$ cat config.mk
export PLATFORM = sky130hd
export DESIGN_NAME = decrypt_out_mux
export DESIGN_NICKNAME = d
export VERILOG_FILES = /design/src/rtl/decrypt_pkg.sv /design/src/rtl/sync_fifo.sv /design/src/rtl/decrypt_out_mux.sv
export SDC_FILE = /design/constraint.sdc
export NUM_CORES = 1
export LEC_CHECK = 0
export BUFFER_PORTS_ARGS = -buffer_cell sky130_fd_sc_hd__buf_2
export CORE_MARGIN = 1.5
export CORE_UTILIZATION = 48
export DETAILED_ROUTE_END_ITERATION = 16
export PLACE_DENSITY = 0.72
export SLEW_MARGIN = 20
export SYNTH_ARGS = -nofsm -noshare
export SYNTH_HDL_FRONTEND = slang
export SYNTH_SLANG_ARGS = --single-unit
export TNS_END_PERCENT = 50
$ cat constraint.sdc
create_clock -name clk -period 2.43 [get_ports clk]
set_input_delay 0.243 -clock clk [delete_from_list [all_inputs] [get_ports clk]]
set_output_delay 0.243 -clock clk [all_outputs]
set_load 0.02 [all_outputs]
$ cat src/rtl/decrypt_pkg.sv
// Shared definitions for the decryptor datapath: channel indices, default width, clog2 helper.
package decrypt_pkg;

    localparam int unsigned CH_CAESAR       = 0;
    localparam int unsigned CH_SCYTALE      = 1;
    localparam int unsigned CH_ZIGZAG       = 2;

    localparam int unsigned DEFAULT_D_WIDTH = 8;

    // Ceiling log2; returns 0 for inputs of 0 or 1.
    function automatic int unsigned clog2(input int unsigned value);
        int unsigned r;
        r = 0;
        while ((64'd1 << r) < 64'(value)) begin
            r = r + 1;
        end
        return r;
    endfunction

endpackage

$ cat src/rtl/sync_fifo.sv
// Single-clock FIFO with a separate occupancy register; head word reads as 0 when empty.
module sync_fifo
    import decrypt_pkg::*;
#(
    parameter int unsigned D_WIDTH = DEFAULT_D_WIDTH,
    parameter int unsigned DEPTH   = 4
) (
    input  logic                      clk,
    input  logic                      rst,
    input  logic                      push_i,
    input  logic [D_WIDTH-1:0]        wdata_i,
    input  logic                      pop_i,
    output logic [D_WIDTH-1:0]        rdata_o,
    output logic                      full_o,
    output logic                      empty_o,
    output logic [clog2(DEPTH):0]     level_o
);

    localparam int unsigned PTR_W = clog2(DEPTH);
    localparam int unsigned LVL_W = PTR_W + 1;

    logic [D_WIDTH-1:0] mem_q [DEPTH];
    logic [PTR_W-1:0]   wr_ptr_q, wr_ptr_d;
    logic [PTR_W-1:0]   rd_ptr_q, rd_ptr_d;
    logic [LVL_W-1:0]   level_q, level_d;
    logic               wr_en;
    logic               rd_en;

    assign full_o  = (level_q == LVL_W'(DEPTH));
    assign empty_o = (level_q == '0);
    assign level_o = level_q;

    // Next-state for pointers and occupancy; a write into a full FIFO is allowed only with a pop.
    always_comb begin
        rd_en    = pop_i && !empty_o;
        wr_en    = push_i && (!full_o || rd_en);
        wr_ptr_d = wr_ptr_q;
        rd_ptr_d = rd_ptr_q;
        level_d  = level_q;
        if (wr_en) begin
            wr_ptr_d = wr_ptr_q + PTR_W'(1);
        end
        if (rd_en) begin
            rd_ptr_d = rd_ptr_q + PTR_W'(1);
        end
        case ({wr_en, rd_en})
            2'b10:   level_d = level_q + LVL_W'(1);
            2'b01:   level_d = level_q - LVL_W'(1);
            default: level_d = level_q;
        endcase
    end

    // Pointer and occupancy state.
    always_ff @(posedge clk or posedge rst) begin
        if (rst) begin
            wr_ptr_q <= '0;
            rd_ptr_q <= '0;
            level_q  <= '0;
        end else begin
            wr_ptr_q <= wr_ptr_d;
            rd_ptr_q <= rd_ptr_d;
            level_q  <= level_d;
        end
    end

    // Storage array; contents are don't-care while the occupancy says empty.
    always_ff @(posedge clk) begin
        if (wr_en) begin
            mem_q[wr_ptr_q] <= wdata_i;
        end
    end

    // Head word, forced to zero when nothing is queued.
    always_comb begin
        rdata_o = '0;
        if (!empty_o) begin
            rdata_o = mem_q[rd_ptr_q];
        end
    end

endmodule

$ cat src/rtl/decrypt_out_mux.sv
// Decryptor output stage: picks one engine stream, queues its words and hands them downstream
// over valid/ready, counting overflow drops and flagging illegal selects.
module decrypt_out_mux
    import decrypt_pkg::*;
#(
    parameter int unsigned D_WIDTH = DEFAULT_D_WIDTH,
    parameter int unsigned N_CH    = 3,
    parameter int unsigned SEL_W   = 2,
    parameter int unsigned DEPTH   = 4,
    parameter int unsigned CNT_W   = 16
) (
    input  logic                      clk,
    input  logic                      rst,
    input  logic [SEL_W-1:0]          select,
    input  logic [N_CH*D_WIDTH-1:0]   data_i,
    input  logic [N_CH-1:0]           valid_i,
    output logic [D_WIDTH-1:0]        data_o,
    output logic                      valid_o,
    input  logic                      ready_i,
    output logic [clog2(DEPTH):0]     level_o,
    output logic [CNT_W-1:0]          drop_cnt_o,
    output logic                      sel_err_o
);

    logic [D_WIDTH-1:0] sel_data;
    logic               sel_valid;
    logic               sel_legal;
    logic               fifo_full;
    logic               fifo_empty;
    logic               pop;
    logic               push_en;
    logic               overflow;
    logic [CNT_W-1:0]   drop_cnt_q, drop_cnt_d;
    logic               sel_err_q, sel_err_d;

    // Channel mux; an out-of-range select matches no channel, so it can never push.
    always_comb begin
        sel_data  = '0;
        sel_valid = 1'b0;
        for (int unsigned k = 0; k < N_CH; k++) begin
            if (select == SEL_W'(k)) begin
                sel_data  = data_i[k*D_WIDTH +: D_WIDTH];
                sel_valid = valid_i[k];
            end
        end
    end

    // Push / pop / overflow decision and next-state for the counters.
    always_comb begin
        sel_legal  = (32'(select) < N_CH);
        pop        = ready_i && !fifo_empty;
        push_en    = sel_valid && (!fifo_full || pop);
        overflow   = sel_valid && fifo_full && !pop;
        sel_err_d  = !sel_legal && (|valid_i);
        drop_cnt_d = drop_cnt_q;
        if (overflow && (drop_cnt_q != {CNT_W{1'b1}})) begin
            drop_cnt_d = drop_cnt_q + CNT_W'(1);
        end
    end

    // Drop counter and illegal-select pulse.
    always_ff @(posedge clk or posedge rst) begin
        if (rst) begin
            drop_cnt_q <= '0;
            sel_err_q  <= 1'b0;
        end else begin
            drop_cnt_q <= drop_cnt_d;
            sel_err_q  <= sel_err_d;
        end
    end

    sync_fifo #(
        .D_WIDTH (D_WIDTH),
        .DEPTH   (DEPTH)
    ) u_fifo (
        .clk     (clk),
        .rst     (rst),
        .push_i  (push_en),
        .wdata_i (sel_data),
        .pop_i   (pop),
        .rdata_o (data_o),
        .full_o  (fifo_full),
        .empty_o (fifo_empty),
        .level_o (level_o)
    );

    assign valid_o    = !fifo_empty;
    assign drop_cnt_o = drop_cnt_q;
    assign sel_err_o  = sel_err_q;

endmodule

## After elaboration in Yosys (flattened, before gate mapping)

Memories as Yosys holds them, arrays and structs flattened.
Cells that the tools add are included.

| word-level totals | value |
|---|---|
| flip-flop bits (word level) | 24 |
| bits in writable memories | 32 |
| input port bits | 32 |
| output and inout bits | 29 |
| word-level logic and storage cells | 46 |
| memories kept | 1 |

Memories:

| name | depth | width | rd ports | clocked after Yosys merged registers in | wr ports | RTL line | source |
|---|---|---|---|---|---|---|---|
| u_fifo.mem_q | 4 | 8 | 1 | 0 | 1 | sync_fifo.sv:22 | `logic [D_WIDTH-1:0] mem_q [DEPTH];` |

| operators by class | value |
|---|---|
| $add $sub $neg | 5 |
| order comparisons | 1 |
| equality and inequality tests | 6 |
| mux-type cells | 10 |
| reductions and logical operators | 18 |

Operators by type and width:

| cell | count |
|---|---|
| 8-bit two-way mux | 4 |
| 16-bit by 1-bit adder with 16-bit output, second input constant | 1 |
| 16-bit inequality test, second input constant | 1 |
| 1-bit logical AND | 8 |
| 3-bit case mux with 2 select lines | 1 |
| 1-bit two-way mux | 5 |
| 2-bit by 1-bit adder with 2-bit output, second input constant | 2 |
| 2-bit by 1-bit == test with 1-bit output, second input constant | 2 |
| 2-bit == test, second input constant | 2 |
| 1-bit logical NOT | 4 |
| 3-bit by 1-bit adder with 3-bit output, second input constant | 1 |
| 3-bit == test, second input constant | 1 |
| 3-bit logical NOT | 1 |
| 3-bit OR reduction | 1 |
| 3-bit by 1-bit subtractor with 3-bit output, second input constant | 1 |
| 2-bit logical NOT | 1 |
| 1-bit logical OR | 2 |
| 2-bit less-than comparator, second input constant | 1 |
| 2-bit nonzero test | 1 |

## Longest topological paths before layout

Gate-level depths: netlist of the first run.

| depth | value |
|---|---|
| depth in word-level cells | 8 |
| depth in mapped cells | 11 |
| depth with buffers taken out | 10 |

## Cells and area by module

From an unflattened synthesis of the first run, not the netlist that was laid out.

| second synthesis, totals | value |
|---|---|
| cell total of the unflattened synthesis | 218 |
| area, all modules | 2798.9 um2 |

By module, submodules not included:

| module | instances | cells an instance | area an instance (um2) | sequential area each (um2) |
|---|---|---|---|---|
| sync_fifo | 1 | 106 | 1725.4 | 1136.1 |
| decrypt_out_mux | 1 | 112 | 1073.5 | 425.4 |

## Least setup slack after synthesis of the first run

OpenSTA, ideal clock, no wires.

| timing | value |
|---|---|
| path kind | register -> register |
| start | register u_fifo.level_q[0], in the netlist u_fifo.level_o[0] |
| end | register u_fifo.level_q[2], in the netlist u_fifo.level_o[2] |
| setup time | 0.080 ns |
| data arrival time | 2.392 ns |
| required time | 2.350 ns |
| path slack | -0.041 ns |
| stages on the path, launching flop included | 11 |
| path buffers | 1 |
| clock period less this slack | 2.471 ns |
| cells stage by stage | dfrtp_1 or4b_4 nor2b_1 clkbuf_1 inv_1 ha_1 inv_1 fa_1 xor2_1 nor2_1 xor2_1 |

| on the way | value |
|---|---|
| longest elaborated chain between the ends | 8 |
| elaborated cells between the ends (all ways) | 16 |
| classes of those cells | add/sub (2); eq/ne (3); mux (1); reduce/logical (10) |

Ends and longest elaborated chain:

| item | RTL line | source |
|---|---|---|
| start: declaration | sync_fifo.sv:25 | `logic [LVL_W-1:0] level_q, level_d;` |
| start signal: assignment | sync_fifo.sv:62 | `level_q <= level_d;` |
| 3-bit logical NOT | sync_fifo.sv:30 | `assign empty_o = (level_q == '0);` |
| 1-bit logical NOT | sync_fifo.sv:35, decrypt_out_mux.sv:51 |  |
| 1-bit logical AND | decrypt_out_mux.sv:51 | `pop = ready_i && !fifo_empty;` |
| 1-bit logical OR or 1-bit logical AND (tied branches) | decrypt_out_mux.sv:52, sync_fifo.sv:35 |  |
| 1-bit logical AND or 1-bit logical OR (tied branches) | decrypt_out_mux.sv:52, sync_fifo.sv:36 |  |
| 1-bit logical AND | sync_fifo.sv:36 | `wr_en = push_i && (!full_o \|\| rd_en);` |
| 2-bit by 1-bit == test with 1-bit output or 2-bit == test (tied branches) | sync_fifo.sv:46 | `case ({wr_en, rd_en})` |
| 3-bit case mux with 2 select lines or 2-bit nonzero test (tied branches) | -- |  |

Parallel ways exist; a longest one is shown, timed or not.
A chain may end at the register's enable or synchronous reset.

## Worst setup path in the final report of the first run

| timing | value |
|---|---|
| start | register u_fifo.level_q[1], in the netlist u_fifo.level_o[1] |
| end | register u_fifo.level_q[2], in the netlist u_fifo.level_o[2] |

Same word-level chain as after synthesis.

==> out/qor_table.md, run 1 <==
| Result | Reported | Unit |
|---|---|---|
| PostCTS Resize Cnt | 0 | - |
| Setup skew after layout | 0.00835 | ns |
| Maximum vdd ir drop | 0.000422 | V |
| I/O Buffers | 60 | - |
| Global-route wire length before repair | 8.14 | mm |
| Via count of the first global-routing pass | 1624 | - |
| Routability cong. | 0.759 | - |
| Number of antenna violations at the first check in global routing | 0 | - |
| Cell at the root of the clock tree | sky130_fd_sc_hd__clkbuf_8 | - |
| Number of routed nets with antenna violations | 0 | - |
| Violation count after the first detailed-route iteration | 50 | - |
| Stage delay of the slowest cell on the critical path | 0.58 | ns |
| Power density relative to cell area | 908 | nW/um2 |
| Most frequent cells in the layout | sky130_fd_sc_hd__buf_2, sky130_fd_sc_hd__edfxtp_1, sky130_fd_sc_hd__dfrtp_1 | - |
| CTS hold repair buffers | 1 | - |
| Cell count after synthesis | 188 | - |
| Pwr Total | 2.82 | mW |
| Net count after synthesis | 227 | - |
| Run status | complete, no violations | - |
| Post-route worst hold slack | 0.184 | ns |
| Setup violation total in the final timing report | 0 | - |
| Number of H-tree levels | 2 | - |
| Arrival time worst endpoint | 2.53 | ns |
| DRC viols | 0 | - |
| Routed wirelength normalized by instance count | 15.2 | um |
| Site Rows | 26 | - |
| Hold violation count in the final report | 0 | - |
| Proportion of power drawn by combinational gates | 34.4 | % |
| Upper clock frequency limit | 0.437 | GHz |
| Int Power | 1.84 | mW |
| Largest buffer count on any clock path | 2 | - |
| Ys flop type | sky130_fd_sc_hd__edfxtp_1 | - |
| Area added between synthesis and finish | 19.2 | % |
| Clock period minus worst slack | 2.29 | ns |
| Setup slack after layout | 0.141 | ns |
| FFs w/ async S/R, synth | 42.9 | % |
| First-pass DRT Iterations | 4 | - |
| Cells along the critical path | or4b_4, nor2b_1, inv_1, ha_1, inv_1, fa_1, xor2_1, nor2_1, xor2_1 | - |
| Startpoint-to-endpoint class of the critical path | flop to flop | - |
| Full die area | 5880 | um2 |
| Die Y | 76.7 | um |
| Part of the cycle the worst path needs | 94.2 | % |
| Leakage power of the design | 1.35 | nW |
| Share of cells above drive strength 1 | 34.3 | % |
| Sum of negative setup slack | 0 | ns |
| Post-DP HPWL | 3.55 | mm |
| Maximum net fanout on the critical path | 4 | - |
| Largest net degree at the start of global routing | 25 | - |
| CTS tree | built | - |
| Post-synthesis register bit count | 56 | - |
| Mean instance size in the synthesized netlist | 13.9 | um2 |
| Startpoint type of the worst setup path | flop | - |
| Sequential element share of the synthesized area | 59.9 | % |
| Effective utilization at floorplan | 50.4 | % |
| Headroom to the max-slew limit | 56.4 | % |
| Worst slack at placement | 0.153 | ns |
| Most common cell after layout, fill and taps aside | sky130_fd_sc_hd__buf_2 | - |
| N_diodes | 0 | - |
| Die width | 76.7 | um |
| NetSw | 975 | uW |
| Clock-pin slew of the registers on the worst-case setup and hold paths | 0.10 | ns |
| Unrepaired setup endpoints after global routing | no | - |
| Insertion delay to the later sink of the worst-skew pair | 0.32 | ns |
| Total congestion overflow | 0 | - |
| WL final | 4.91 | mm |
| Number of enable-type register cells in the synthesized netlist | 32 | - |
| Sequential share of power | 47.4 | % |
| Clock group share of total power | 18.2 | % |
| Total number of vias | 1664 | - |
| Post-Synthesis Cell Area | 2610 | um2 |
| Max Transition Viols Final | 0 | - |
| Maximum Capacitance Violations | 0 | - |
| Routed vias/inst | 5.14 | - |
| Sw frac | 34.6 | % |
| Number of distinct library cells after synthesis | 32 | - |
| Net count, final | 292 | - |
| Ys Warns | 0 | - |
| Required @ worst endpoint | 2.67 | ns |
| Library cell contributing the largest single delay on the critical path | sky130_fd_sc_hd__or4b_4 | - |
| I/O pin count | 61 | - |
| CORE AREA | 5170 | um2 |
| Slew of the pin with the lowest slew margin | 0.653 | ns |
| Gr usage total | 18.3 | % |
| Path class of the lowest-slack min-delay path | input pin to flop | - |
| Clock net sink count | 56 | - |
| FILL cells | 415 | - |
| Total CTS buffers | 5 | - |
| Crit. End Element | flop | - |
| Post CTS Setup Buffer Count | 0 | - |
| Fin util | 60.0 | % |
[worst max-delay path, delay by kind of cell (launching register included)]
family                   cells  cell delay (ns)
XOR/XNOR                     2             0.30
flip-flops                   1             0.42
buffers and inverters        2             0.12
adder cells (fa/ha/maj)      2             0.53
AND/OR/NAND/NOR              3             0.86
[path summary, 6_finish.rpt]
kind,slack (ns),cells after the start,start,end
max reg2reg,0.14,9,u_fifo.level_o[1],u_fifo.level_o[2]
max,0.14,9,u_fifo.level_o[1],u_fifo.level_o[2]
min,0.18,2,valid_i[2],sel_err_o
min in group asynchronous,0.50,4,rst,u_fifo.rd_ptr_q[1]
min reg2reg,0.50,1,drop_cnt_o[11],drop_cnt_o[11]
max in group asynchronous,1.68,4,rst,u_fifo.level_o[0]
[flip-flops by register name, summed over array words and instances, names as in the netlist]
signal	count
u_fifo.level_o	3
drop_cnt_o	16
sel_err_o	1
u_fifo.mem_q	32
u_fifo.rd_ptr_q	2
u_fifo.wr_ptr_q	2
[per-stage QoR]
step                std cells  instance area (um2)
floorplan                 188                 2610
global placement          315                 3000
detailed placement        315                 3000
CTS                       324                 3110
global route              324                 3110
finish                    324                 3110
[layout make-up]
cell class | instances | area, um2 | area share, %
sequential | 56 | 1560 | 50.3
multi-input combinational | 116 | 982 | 31.6
timing repair buffer | 67 | 355 | 11.4
tap | 70 | 87.6 | 2.82
clock buffer | 5 | 68.8 | 2.22
inverter | 7 | 26.3 | 0.846
clock inverter | 3 | 22.5 | 0.725
[synthesized netlist by cell type (7+ instances only)]
cell type,number,area [um2]
sky130_fd_sc_hd__xnor2_1,15,131
sky130_fd_sc_hd__mux2i_1,10,100
sky130_fd_sc_hd__o21ai_0,9,45.0
sky130_fd_sc_hd__nand4_1,9,56.3
sky130_fd_sc_hd__dfrtp_1,24,601
sky130_fd_sc_hd__nand2_1,12,45.0
sky130_fd_sc_hd__inv_1,7,26.3
sky130_fd_sc_hd__mux4_2,8,180
sky130_fd_sc_hd__and2_1,14,87.6
sky130_fd_sc_hd__edfxtp_1,32,961
[cell families after synthesis]
| kind of cell | synth area share [%] |
|---|---|
| and+or+nand+nor | 13.1 |
| DFF | 59.9 |
| xor gates and xnor gates | 7.06 |
| muxes | 11.2 |
| buffers and inverters | 2.40 |
| AOI/OAI and AO/OA | 2.69 |
| adders and majority gates | 3.65 |
[per-layer routing]
metal | wire length [um] | up-vias | global-route usage [%] | part of all wire (%)
li1 | - | 810 | - | -
met1 | 2340 | 816 | 24.8 | 48
met2 | 2370 | 30 | 29.6 | 48
met3 | 140 | 8 | 3.57 | 2.9
met4 | 67 | 0 | 6.11 | 1.4
met5 | 0 | - | 0 | 0
[power by group through the flow]
stage	Clock (mW)	Sequential, mW	Combinational (mW)
2_1_floorplan	0	1.32	0.704
3_3_place_gp	0	1.35	0.967
3_5_place_dp	0	1.37	0.982
4_1_cts	0.523	1.34	0.985
5_1_grt	0.566	1.36	1.06
6_report	0.514	1.34	0.970
Power figures use the tool's default switching activity.
==> run 2, diff against run 1 <==
--- a/config.mk
+++ b/config.mk
@@ -5,11 +5,13 @@
 export SDC_FILE = /design/constraint.sdc
 export NUM_CORES = 1
 export LEC_CHECK = 0
+export ABC_AREA = 1
 export BUFFER_PORTS_ARGS = -buffer_cell sky130_fd_sc_hd__buf_2
 export CORE_MARGIN = 1.5
-export CORE_UTILIZATION = 48
+export CORE_UTILIZATION = 49
 export DETAILED_ROUTE_END_ITERATION = 16
 export PLACE_DENSITY = 0.72
+export RECOVER_POWER = 50
 export SLEW_MARGIN = 20
 export SYNTH_ARGS = -nofsm -noshare
 export SYNTH_HDL_FRONTEND = slang
==> run 2 against run 1 <==
Effect of this change: via count up 48%; total power rose by 28%; global-route usage grew 3.3 points; critical path type unchanged; largest cell class unchanged.
==> out/qor_table.md, run 2 <==
| Result | Reported | Unit | Change |
|---|---|---|---|
| Most common cell after layout, fill and taps aside | sky130_fd_sc_hd__nand2_1 | - |  |
| Fin util | 59.2 | % | -0.82 points |
| Maximum vdd ir drop | 0.000561 | V | +33% |
| PostCTS Resize Cnt | 0 | - | unchanged |
| Die width | 80.5 | um | +5.0% |
| Flip-flop count of the largest register, all copies and words added | 32 | - | unchanged |
| Total number of vias | 2458 | - | +48% |
| Post-synth top area share | 32.7 | % | -4.2 points |
| Top cells by count, synth | sky130_fd_sc_hd__nand2_1, sky130_fd_sc_hd__nor2_1, sky130_fd_sc_hd__edfxtp_1 | - |  |
| Max Transition Viols Final | 0 | - | unchanged |
| Number of routed nets with antenna violations | 0 | - | unchanged |
| Number of antenna violations at the first check in global routing | 0 | - | unchanged |
| Crit. End Element | flop | - |  |
| Leakage power of the design | 1.55 | nW | +15% |
| Most area-hungry cell type in the Yosys netlist | sky130_fd_sc_hd__edfxtp_1 | - |  |
| Violation count after the first detailed-route iteration | 171 | - | +240% |
| Total CTS buffers | 5 | - | unchanged |
| Setup violation total in the final timing report | 0 | - | unchanged |
| Pwr Total | 3.60 | mW | +28% |
| Post CTS Setup Buffer Count | 0 | - | unchanged |
| Clock period minus worst slack | 2.17 | ns | -0.122 ns |
| Slew of the pin with the lowest slew margin | 1.38 | ns | +0.729 ns |
| Required @ worst endpoint | 2.62 | ns | -0.05 ns |
| Mean instance size in the synthesized netlist | 8.63 | um2 | -38% |
| Area added between synthesis and finish | 17.7 | % |  |
| Number of standard cells in the final layout excluding fillers | 491 | - | +52% |
| Startpoint type of the worst setup path | flop | - |  |
| Unrepaired setup endpoints after global routing | no | - |  |
| Total congestion overflow | 0 | - | unchanged |
| Sequential element share of the synthesized area | 53.1 | % | -6.9 points |
| Ys flop type | sky130_fd_sc_hd__edfxtp_1 | - |  |
| Sum of negative setup slack | 0 | ns | unchanged |
| Part of the cycle the worst path needs | 89.2 | % | -5.0 points |
| Largest buffer count on any clock path | 2 | - | unchanged |
| Site Rows | 28 | - | +7.7% |
| Startpoint-to-endpoint class of the critical path | flop to flop | - |  |
| Clock net sink count | 56 | - | unchanged |
| I/O Buffers | 60 | - | unchanged |
| DRC viols | 0 | - | unchanged |
| Number of H-tree levels | 2 | - | unchanged |
| Arrival time worst endpoint | 2.36 | ns | -0.17 ns |
| I/O pin count | 61 | - | unchanged |
| Post-route worst hold slack | 0.274 | ns | +0.0897 ns |
| CORE AREA | 5850 | um2 | +13% |
| Cell at the root of the clock tree | sky130_fd_sc_hd__clkbuf_8 | - |  |
| Gr usage total | 21.5 | % | +3.3 points |
| Post-Synthesis Cell Area | 2940 | um2 | +13% |
| Insertion delay to the later sink of the worst-skew pair | 0.31 | ns | about the same |
| Headroom to the max-slew limit | 7.84 | % | -49 points |
| Effective utilization at floorplan | 50.3 | % | -0.088 points |
| WL final | 6.45 | mm | +31% |
| Area contributors post-synth | sky130_fd_sc_hd__edfxtp_1, sky130_fd_sc_hd__dfrtp_1, sky130_fd_sc_hd__nand2_1 | - |  |
| Register with the highest flop count | u_fifo.mem_q | - |  |
| Inst Count DP | 482 | - | +53% |
| Most frequent cell after synthesis | sky130_fd_sc_hd__nand2_1 | - |  |
| Hold violation count in the final report | 0 | - | unchanged |
| Area taken by multi-input logic gates | 1220 | um2 | +24% |
| Run status | complete, no violations | - |  |
| Maximum net fanout on the critical path | 3 | - | -1 |
| Clock-pin slew of the registers on the worst-case setup and hold paths | 0.10 | ns | about the same |
| Path class of the lowest-slack min-delay path | input pin to flop | - |  |
| Power density relative to cell area | 1040 | nW/um2 | +14% |
| First-pass DRT Iterations | 4 | - | unchanged |
| Largest net degree at the start of global routing | 25 | - | unchanged |
| Via count of the first global-routing pass | 2322 | - | +43% |
| Share of cells above drive strength 1 | 21.6 | % | -13 points |
| Maximum Capacitance Violations | 0 | - | unchanged |
| Net count, final | 454 | - | +55% |
| Number of distinct library cells after synthesis | 23 | - | -28% |
| FILL cells | 528 | - | +27% |
| Global-route wire length before repair | 10.6 | mm | +31% |
| FFs w/ async S/R, synth | 42.9 | % | unchanged |
| Number of enable-type register cells in the synthesized netlist | 32 | - | unchanged |
| Setup skew after layout | 0.00958 | ns | +0.00123 ns |
| Cell count after synthesis | 341 | - | +81% |
| Upper clock frequency limit | 0.461 | GHz | +5.6% |
| Post-DP HPWL | 4.74 | mm | +34% |
| Post-synthesis register bit count | 56 | - | unchanged |
| N_diodes | 0 | - | unchanged |
| Routed wirelength normalized by instance count | 13.1 | um | -13% |
| Routability cong. | 0.834 | - | +9.9% |
| Routed vias/inst | 5.01 | - | -2.5% |
| CTS tree | built | - |  |
| Net count after synthesis | 380 | - | +67% |
| Register Area | 1560 | um2 | about the same |
| Die Y | 80.5 | um | +5.0% |
| Ys Warns | 0 | - | unchanged |
| Most frequent cells in the layout | sky130_fd_sc_hd__nand2_1, sky130_fd_sc_hd__nor2_1, sky130_fd_sc_hd__buf_2 | - |  |
| Full die area | 6480 | um2 | +10% |
[run 2: cell families (layout without fill, tap and decap cells)]
kind of cell,after synthesis,count (layout),share of synthesized area (%)
compound gates,38,38,7.48
buf+inv,39,114,5.61
simple gates,192,192,27.9
xor+xnor,9,9,2.68
flops,56,56,53.1
fa+ha+maj,7,7,3.23
[run 2: metal layers]
metal | GRT usage [%] | vias to the layer above | wire, um
met5 | 0 | - | 0
met4 | 6.38 | 0 | 44
met3 | 4.20 | 4 | 406
met2 | 34.3 | 74 | 3020
met1 | 29.7 | 1135 | 2990
li1 | - | 1245 | -
[run 2: metrics by stage]
step | setup WS [ns] | area, um2
6_report | 0.263 | 3460
2_1_floorplan | 0.252 | 2940
4_1_cts | 0.292 | 3480
3_3_place_gp | 0.404 | 3390
3_5_place_dp | 0.323 | 3390
5_1_grt | 0.0869 | 3460
[run 2: path summary, 6_finish.rpt]
path	start	slack (ns)	cells after the start	endpoint
max	u_fifo.level_o[0]	0.26	11	u_fifo.level_o[2]
min reg2reg	u_fifo.level_o[0]	0.51	1	u_fifo.level_o[0]
min	select[0]	0.27	3	sel_err_o
max in group asynchronous	rst	0.68	4	drop_cnt_o[9]
min in group asynchronous	rst	0.93	4	drop_cnt_o[12]
max reg2reg	u_fifo.level_o[0]	0.26	11	u_fifo.level_o[2]
[run 2: repair_timing]
action | in CTS | in global routing
hold buffers | 1 | 0
endpoints found under the hold margin | 24 | 0
endpoints found under the setup margin | 0 | 0
[run 2: critical path, stage by stage, from the launching register on]
cell and delay (ns):
sky130_fd_sc_hd__dfrtp_1 0.42, sky130_fd_sc_hd__inv_1 0.11, sky130_fd_sc_hd__nand2_1 0.09, sky130_fd_sc_hd__nor3_1 0.28, sky130_fd_sc_hd__inv_1 0.07, sky130_fd_sc_hd__nand2_1 0.09
sky130_fd_sc_hd__ha_1 0.14, sky130_fd_sc_hd__inv_1 0.07, sky130_fd_sc_hd__fa_1 0.38, sky130_fd_sc_hd__a21oi_1 0.14, sky130_fd_sc_hd__o21ai_0 0.11, sky130_fd_sc_hd__xor2_1 0.15
[run 2: layout make-up]
cell class              count  area share, %
flip-flops and latches     56           45.1
multi-input cells         246           35.1
repair buffers             73           11.0
inverters                  33           3.58
well taps                  75           2.71
clock buffers               6           2.09
clock inverters             2          0.469
[run 2: where the power goes]
group	switching, mW	total (mW)	internal, mW
clock	0.297	0.503	0.206
sequential	0.221	1.47	1.24
combinational	1.08	1.63	0.551
total	1.60	3.60	2.00
==> run 3, diff against run 2 <==
--- a/config.mk
+++ b/config.mk
@@ -10,6 +10,7 @@
 export CORE_MARGIN = 1.5
 export CORE_UTILIZATION = 49
 export DETAILED_ROUTE_END_ITERATION = 16
+export GPL_TIMING_DRIVEN = 0
 export PLACE_DENSITY = 0.72
 export RECOVER_POWER = 50
 export SLEW_MARGIN = 20
==> run 3 against run 2 <==
Effect of this change: sequential power barely moved; core utilization fell by 0.92 points; via count fell by 3.1%; maximum frequency fell by 2.4%; design area fell by 1.6%; combinational power barely moved; die area did not move; sequential share of layout area rose by 0.71 points; critical path depth fell by 5; total power fell by 1.0%; clock-buffer cell count did not move.
==> out/qor_table.md, run 3 (synthesis gave the netlist of run 2 again) <==
| Result | Reported | Unit | Change |
|---|---|---|---|
| WL final | 6.18 | mm | -4.2% |
| Arrival time worst endpoint | 1.98 | ns | -0.38 ns |
| Startpoint type of the worst setup path | flop | - |  |
| Hold violation count in the final report | 0 | - | unchanged |
| Startpoint-to-endpoint class of the critical path | flop to output pin | - |  |
| I/O pin count | 61 | - | unchanged |
| Setup skew after layout | 0.0154 | ns | +0.00583 ns |
| Die Y | 80.5 | um | unchanged |
| Total number of vias | 2383 | - | -3.1% |
| I/O Buffers | 60 | - | unchanged |
| PostCTS Resize Cnt | 0 | - | unchanged |
| Post-DP HPWL | 4.51 | mm | -4.9% |
| Max Transition Viols Final | 0 | - | unchanged |
| Die width | 80.5 | um | unchanged |
| FILL cells | 536 | - | +1.5% |
| Reg2Reg Depth | 11 | - | unchanged |
| Violation count after the first detailed-route iteration | 217 | - | +27% |
| Number of H-tree levels | 2 | - | unchanged |
| Headroom to the max-slew limit | 39.2 | % | +31 points |
| CTS hold repair buffers | 0 | - | -1 |
| Routed vias/inst | 4.92 | - | -1.6% |
| Number of antenna violations at the first check in global routing | 0 | - | unchanged |
| N_diodes | 0 | - | unchanged |
| Share of cells above drive strength 1 | 20.8 | % | -0.85 points |
| Clock period minus worst slack | 2.22 | ns | +0.0533 ns |
| Maximum Capacitance Violations | 0 | - | unchanged |
| Largest net degree at the start of global routing | 25 | - | unchanged |
| Site Rows | 28 | - | unchanged |
| Flop2flop setup slack | 0.21 | ns | -0.05 ns |
| Part of the cycle the worst path needs | 91.4 | % | +2.2 points |
| Total congestion overflow | 0 | - | unchanged |
| Pwr Total | 3.56 | mW | -1.0% |
| Post CTS Setup Buffer Count | 0 | - | unchanged |
| Slew of the pin with the lowest slew margin | 0.912 | ns | -0.471 ns |
| Crit. End Element | output pin | - |  |
| Run status | complete, no violations | - |  |
| Area added between synthesis and finish | 15.9 | % |  |
| Routed wirelength normalized by instance count | 12.8 | um | -2.8% |
| Clock-pin slew of the registers on the worst-case setup and hold paths | 0.10 | ns | about the same |
| Via count of the first global-routing pass | 2155 | - | -7.2% |
| Power density relative to cell area | 1040 | nW/um2 | +0.52% |
| DRC viols | 0 | - | unchanged |
| Net count, final | 447 | - | -1.5% |
| Path class of the lowest-slack min-delay path | input pin to asynchronous set/reset pin | - |  |
| Flip-flop count of the largest register, all copies and words added | 32 | - | unchanged |
| Required @ worst endpoint | 2.19 | ns | -0.43 ns |
| Effective utilization at floorplan | 50.3 | % | unchanged |
| Insertion delay to the later sink of the worst-skew pair | 0.31 | ns | about the same |
| Total CTS buffers | 5 | - | unchanged |
| Most common cell after layout, fill and taps aside | sky130_fd_sc_hd__nand2_1 | - |  |
| Full die area | 6480 | um2 | unchanged |
| Sum of negative setup slack | 0 | ns | unchanged |
| Gr usage total | 20.6 | % | -0.92 points |
| CORE AREA | 5850 | um2 | unchanged |
| Number of standard cells in the final layout excluding fillers | 484 | - | -1.4% |
| Clock net sink count | 56 | - | unchanged |
| Unrepaired setup endpoints after global routing | no | - |  |
| CTS tree | built | - |  |
| Cell at the root of the clock tree | sky130_fd_sc_hd__clkbuf_8 | - |  |
| Most frequent cells in the layout | sky130_fd_sc_hd__nand2_1, sky130_fd_sc_hd__nor2_1, sky130_fd_sc_hd__buf_2 | - |  |
| Number of routed nets with antenna violations | 0 | - | unchanged |
| Inst Count DP | 476 | - | -1.2% |
| Maximum net fanout on the critical path | 10 | - | +7 |
| Register with the highest flop count | u_fifo.mem_q | - |  |
| Start of the worst register-to-register path | u_fifo.level_o[0] | - |  |
| Upper clock frequency limit | 0.450 | GHz | -2.4% |
| Largest buffer count on any clock path | 2 | - | unchanged |
| Global-route wire length before repair | 10.2 | mm | -4.6% |
| First-pass DRT Iterations | 4 | - | unchanged |
| Maximum vdd ir drop | 0.000495 | V | -12% |
| Setup violation total in the final timing report | 0 | - | unchanged |
| Capturing point of the worst reg2reg path | u_fifo.level_o[2] | - |  |
| Leakage power of the design | 1.51 | nW | -2.5% |
| Routability cong. | 0.806 | - | -3.4% |
==> run 3: changes by cell type in the layout (fill, tap and decap cells not counted), sizes merged <==
| cell | before | now |
|---|---|---|
| clkbuf | 20 | 21 |
| inv | 32 | 33 |
| dlygate4sd3 | 1 | 0 |
| buf | 58 | 51 |
| clkinv | 2 | 1 |
==> run 3: critical path: stages, from the launching register on <==
cell and delay (ns):
sky130_fd_sc_hd__dfrtp_1 0.37, sky130_fd_sc_hd__buf_2 0.18, sky130_fd_sc_hd__inv_2 0.14, sky130_fd_sc_hd__clkbuf_1 0.38, sky130_fd_sc_hd__o21ai_0 0.17, sky130_fd_sc_hd__a21oi_1 0.22
sky130_fd_sc_hd__buf_2 0.21
==> run 3: layer usage <==
metal  GRT usage (%)  up-vias  routed length [um]
met3            3.75        5                 380
met4            4.66        0                  57
li1                -     1236                   -
met2            33.1       67                2890
met1            29.0     1075                2860
met5               0        -                   0
==> run 3: how the worst max path moves through the flow <==
stage | startpoint | end | slack [ns] | cells past startpoint
global placement | u_fifo.level_o[0] | u_fifo.level_o[2] | 0.18 | 11
global route | u_fifo.level_o[0] | u_fifo.level_o[2] | 0.04 | 11
floorplan | u_fifo.level_o[0] | u_fifo.level_o[2] | 0.25 | 11
detailed placement | u_fifo.level_o[0] | u_fifo.level_o[2] | 0.15 | 11
CTS | u_fifo.level_o[0] | u_fifo.level_o[2] | 0.13 | 11
finish | u_fifo.rd_ptr_q[0] | data_o[3] | 0.21 | 6
==> run 3: cell type report <==
type	count	area (um2)	area share, %
flip-flops and latches	56	1560	45.8
multi-input cells	246	1220	35.8
repair buffers	60	283	8.29
inverters	33	124	3.63
well taps	75	93.8	2.75
clock buffers	6	72.6	2.13
plain buffers	6	41.3	1.21
clock inverters	2	13.8	0.404
==> run 3: metrics by stage <==
stage	hold slack (ns)	setup slack, ns	area [um2]	util [%]
CTS	0.156	0.128	3420	58.5
floorplan	0.258	0.252	2940	-
detailed placement	0.502	0.149	3340	57.0
global placement	0.495	0.180	3340	57.0
finish	0.115	0.210	3410	58.3
global route	0.205	0.0385	3410	58.3
==> run 3: report_power, final <==
group          internal, mW  total (mW)  switching (mW)  leakage (nW)
Sequential             1.25        1.44           0.197         0.593
Combinational         0.522        1.62            1.10         0.875
Clock                 0.205       0.498           0.293        0.0417
Total                  1.97        3.56            1.59          1.51
